File: src/rtl/cnn_pkg.sv
// Shared types and sizes for the MNIST CNN datapath: class count, score width
// and class-index width used by the fully-connected layer, the argmax stage and the bench.
package cnn_pkg;

  localparam int NUM_CLASSES    = 10;
  localparam int FC_DATA_BITS   = 12;
  localparam int CLASS_IDX_BITS = 4;

  typedef logic signed [FC_DATA_BITS-1:0] score_t;
  typedef logic        [CLASS_IDX_BITS-1:0] class_idx_t;

endpackage

File: src/rtl/fc_argmax_comparator.sv
// Final classifier stage: tracks the running maximum of each group of NUM_CLASSES serial
// scores and pulses valid_out with the winning index. `define ARGMAX_MAX_VALUE_OUT_EN adds max_value.
module fc_argmax_comparator
  import cnn_pkg::*;
#(
  parameter int DATA_BITS   = FC_DATA_BITS,
  parameter int NUM_CLASSES = cnn_pkg::NUM_CLASSES,
  parameter int IDX_BITS    = CLASS_IDX_BITS
) (
  input  logic                        clk,
  input  logic                        rst_n,
  input  logic                        valid_in,
  input  logic signed [DATA_BITS-1:0] data_in,
  output logic        [IDX_BITS-1:0]  decision,
  output logic                        valid_out
`ifdef ARGMAX_MAX_VALUE_OUT_EN
  ,
  output logic signed [DATA_BITS-1:0] max_value
`endif
);

  localparam logic [IDX_BITS-1:0] LAST_IDX = IDX_BITS'(NUM_CLASSES - 1);

  logic        [IDX_BITS-1:0]  r_cnt;
  logic        [IDX_BITS-1:0]  r_idx;
  logic signed [DATA_BITS-1:0] r_max;
  logic        [IDX_BITS-1:0]  r_decision;
  logic                        r_valid;
`ifdef ARGMAX_MAX_VALUE_OUT_EN
  logic signed [DATA_BITS-1:0] r_max_value;
`endif

  logic                        w_first;
  logic                        w_last;
  logic                        w_take;
  logic signed [DATA_BITS-1:0] w_max_nxt;
  logic        [IDX_BITS-1:0]  w_idx_nxt;

  // Strict compare so ties keep the earlier (lower) class index.
  function automatic logic beats(input logic signed [DATA_BITS-1:0] cand,
                                 input logic signed [DATA_BITS-1:0] best);
    return cand > best;
  endfunction

  always_comb begin
    w_first   = (r_cnt == '0);
    w_last    = (r_cnt == LAST_IDX);
    w_take    = w_first || beats(data_in, r_max);
    w_max_nxt = w_take ? data_in : r_max;
    w_idx_nxt = w_take ? r_cnt : r_idx;
  end

  always_ff @(posedge clk) begin
    if (!rst_n) begin
      r_cnt      <= '0;
      r_idx      <= '0;
      r_max      <= '0;
      r_decision <= '0;
      r_valid    <= 1'b0;
`ifdef ARGMAX_MAX_VALUE_OUT_EN
      r_max_value <= '0;
`endif
    end else begin
      r_valid <= 1'b0;
      if (valid_in) begin
        r_max <= w_max_nxt;
        r_idx <= w_idx_nxt;
        // Last score of the group: publish the result including this sample.
        if (w_last) begin
          r_cnt      <= '0;
          r_decision <= w_idx_nxt;
          r_valid    <= 1'b1;
`ifdef ARGMAX_MAX_VALUE_OUT_EN
          r_max_value <= w_max_nxt;
`endif
        end else begin
          r_cnt <= r_cnt + 1'b1;
        end
      end
    end
  end

  assign decision  = r_decision;
  assign valid_out = r_valid;
`ifdef ARGMAX_MAX_VALUE_OUT_EN
  assign max_value = r_max_value;
`endif

endmodule

File: config.mk
export PLATFORM = sky130hd
export DESIGN_NAME = fc_argmax_comparator
export DESIGN_NICKNAME = d
export VERILOG_FILES = /design/src/rtl/cnn_pkg.sv /design/src/rtl/fc_argmax_comparator.sv
export SDC_FILE = /design/constraint.sdc
export NUM_CORES = 1
export LEC_CHECK = 0
export ABC_AREA = 0
export CAP_MARGIN = 10
export CORE_MARGIN = 2
export CORE_UTILIZATION = 45
export DETAILED_ROUTE_END_ITERATION = 6
export DONT_BUFFER_PORTS = 1
export GPL_TIMING_DRIVEN = 0
export RECOVER_POWER = 50
export SYNTH_ARGS = -nofsm -noshare
export SYNTH_HDL_FRONTEND = slang
export SYNTH_SLANG_ARGS = --single-unit
File: constraint.sdc
create_clock -name clk -period 5.2 [get_ports clk]
set_input_delay 1.04 -clock clk [delete_from_list [all_inputs] [get_ports clk]]
set_output_delay 1.04 -clock clk [all_outputs]
set_load 0.03 [all_outputs]
==> results_dict.tcl <==
set metrics [dict create \
    cts_tree "done" \
    slew_viol_final 0 \
    setup_tns_ps 0 \
    dpl.hpwl_um 2010 \
    area_growth_syn_to_layout_pct 3.71 \
    start_util_pct 48.0 \
    fillers 282 \
    worstPathRequired_ps 5460 \
    firstDrtPassIters 6 \
    numCtsBuffers 3 \
    yosysSeqAreaShare_pct 37.1 \
    reg2reg_slack_ps 2610 \
    grt-ovfl-total 0 \
    ctsHoldBuffers 0 \
    worstSetupPathType "primary input to register" \
    cp_slowest_stage_delay_ps 840 \
    design.core.area_sq_mm 0.00281 \
    antenna_cells 0 \
    dieArea_sq_mm 0.00345 \
    synth_nets 184 \
    hold_viol 0 \
    syn_area_per_cell_sq_um 8.58 \
    worst_r2r_endpoint "r_max[5]" \
    finalCriticalPeriod_ps 2910 \
    yosysWarnings 0 \
    power.leakage_nw 0.561 \
    violations "design-rule violations" \
    ant_nets 0 \
    grt_max_degree 16 \
    finalCritPeriodShare_pct 55.9 \
    finalClockSkew_ps 6.57 \
    die_x_um 58.7 \
    utilization_pct 49.8 \
    power_density_mw_per_mm2 260 \
    die-height_um 58.7 \
    cp-end-kind "register" \
    clock_path_buffers 2 \
    worst_slew_pin_slew_ps 1290 \
    final_nets 189 \
    critPathArrivalTime_ps 3160 \
    timing.slew.headroom_pct 12.8 \
    wirelength_um 2590 \
    syn_area_sq_mm 0.00135 \
    portBuffers 0 \
    grt_usage_pct 16.6 \
    clk_pin_slew_worst_paths_ps 130 \
    ys_types 30 \
    p_int_mw 0.260 \
    h-tree-depth 1 \
    detail_route.wl_per_cell_um 13.5 \
    clock_latency_ps 320 \
    cts_resized 0 \
    regArea_sq_um 500 \
    switching_share_pct 28.4 \
    p_comb_share_pct 18.2 \
    rr_startpoint "r_max[1]" \
    viasPerCell 5.39 \
    grt_first_pass_wirelength_um 4420 \
    drc_errors 1 \
    grt_pass1_vias 1013 \
    vias 1034 \
    setup-violations-final 0 \
    syn_inst 157 \
    seq_power_share_pct 57.1 \
    cts-root-buf "clkbuf_4" \
    outcome "finished with violations" \
    holdPathEnd "r_idx[1]" \
    power_frac_clock_pct 24.7 \
    power.switching_mw 0.103 \
    rows 19 \
    cp_slowest_cell "a41oi_1" \
    critPathMaxFanout 10 \
    multi_input_area_sq_um 746 \
    drive_gt1_share_pct 4.35 \
    post_cts_buffers 0 \
    hold_path_depth 2 \
    path_cells "ha_1 > nor2b_1 > o211ai_1 > a211o_1 > a41oi_1 > buf_8 > mux2i_1" \
    worst_r2r_path_depth 8 \
    globalplace.congestion 0.741 \
    max_freq_mhz 344 \
    max-vdd-ir-drop_mv 0.103 \
    maxCapViolCount 0 \
    hp-start "r_idx[1]" \
    yosys_register_bits 25 \
    drtIter0Drc 32 \
    critPathLaunchType "primary input" \
    io_pins 20 \
    holdCritPathClass "register to register" \
    cts.sinks 25 \
    rsz0062_at_grt "no" \
    antenna_found_initial 0 \
    finalPower_mw 0.363 \
]
[state kept, by name, summed over array words and instances (netlist names)]
register	count
decision	4
r_cnt	4
r_idx	4
r_max	12
valid_out	1
[Yosys cell counts]
library cell	instances	area [sq um]
nand2b_1	1	6.26
buf_8	1	15.0
a21bo_1	1	10.0
inv_1	14	52.6
a21o_1	1	7.51
and2_1	3	18.8
a21oi_1	10	50.1
a211o_1	1	8.76
o22ai_1	1	6.26
nand2_1	35	131
a41oi_4	1	27.5
nor2_1	4	15.0
dfxtp_1	25	500
nand3_1	2	10.0
xor2_1	1	8.76
a31o_2	1	8.76
o21ai_0	5	25.0
clkbuf_1	4	15.0
nor4b_1	1	8.76
xnor2_1	1	8.76
a31oi_1	2	12.5
nor3b_1	1	7.51
mux2i_1	13	130
o32ai_1	3	26.3
or4_4	1	11.3
nand4_1	5	31.3
ha_1	12	150
nor2b_1	5	31.3
nor3_1	1	5.00
o211ai_1	1	7.51
[per-layer routing]
metal	GRT usage [%]	wire (um)
met1	22.4	1300
met2	26.0	1120
met3	3.08	133
met4	6.82	42
met5	0	0
[critical path: cells and delay by family]
family	cells	cell delay, ps
AOI/OAI and AO/OA	3	1250
adders and majority gates	1	280
and+or+nand+nor	1	140
buffers and inverters	1	250
muxes	1	210
[layout make-up]
class	count	share of cell area [%]
well taps	31	2.78
clock buffers	3	1.61
flip-flops and latches	25	35.8
plain buffers	5	2.15
inverters	14	3.76
multi-input cells	113	53.4
clock inverters	1	0.537
[placed cells by master, fill, tap and decap left out, types with 2 or more instances in the layout]
cell type / netlist / layout
nor2_1: 4 / 4
clkbuf_4: 0 / 3
a21oi_1: 10 / 10
o32ai_1: 3 / 3
dfxtp_1: 25 / 25
and2_0: 0 / 2
inv_1: 14 / 14
o21ai_0: 5 / 5
nand3_1: 2 / 2
a31oi_1: 2 / 2
nand2_1: 35 / 35
clkbuf_1: 4 / 4
nor2b_1: 5 / 5
mux2i_1: 13 / 13
nand4_1: 5 / 5
ha_1: 12 / 12
[power by group through the flow]
stage	combinational [mW]	clock [mW]	sequential, mW
2_1_floorplan	0.0551	0	0.210
3_3_place_gp	0.0665	0	0.211
3_5_place_dp	0.0688	0	0.212
4_1_cts	0.0691	0.0930	0.207
5_1_grt	0.0750	0.101	0.209
6_report	0.0659	0.0897	0.207
[worst max-delay path by stage]
stage,start,end,cells past startpoint
finish,data_in[1],r_max[5],7
global route,data_in[11],r_max[9],6
CTS,data_in[11],r_max[5],7
detailed placement,data_in[11],r_max[5],7
global placement,data_in[11],r_max[9],7
floorplan,data_in[11],r_idx[1],7
[kinds of logic after synthesis]
kind of cell | synth area share [%]
adders and majority gates | 11.1
buffers and inverters | 6.13
muxes | 9.66
AOI/OAI and AO/OA | 14.1
xor gates and xnor gates | 1.30
and+or+nand+nor | 20.5
DFF | 37.1
[stage by stage]
stage / area [sq um] / setup WS [ps] / hold WS (ps) / instances
2_1_floorplan: 1350 / 2610 / 430 / 157
3_3_place_gp: 1390 / 2380 / 443 / 188
3_5_place_dp: 1390 / 2340 / 450 / 188
4_1_cts: 1420 / 2700 / 469 / 192
5_1_grt: 1400 / 2160 / 487 / 192
6_report: 1400 / 2290 / 464 / 192
(Power assumes the default switching activity.)
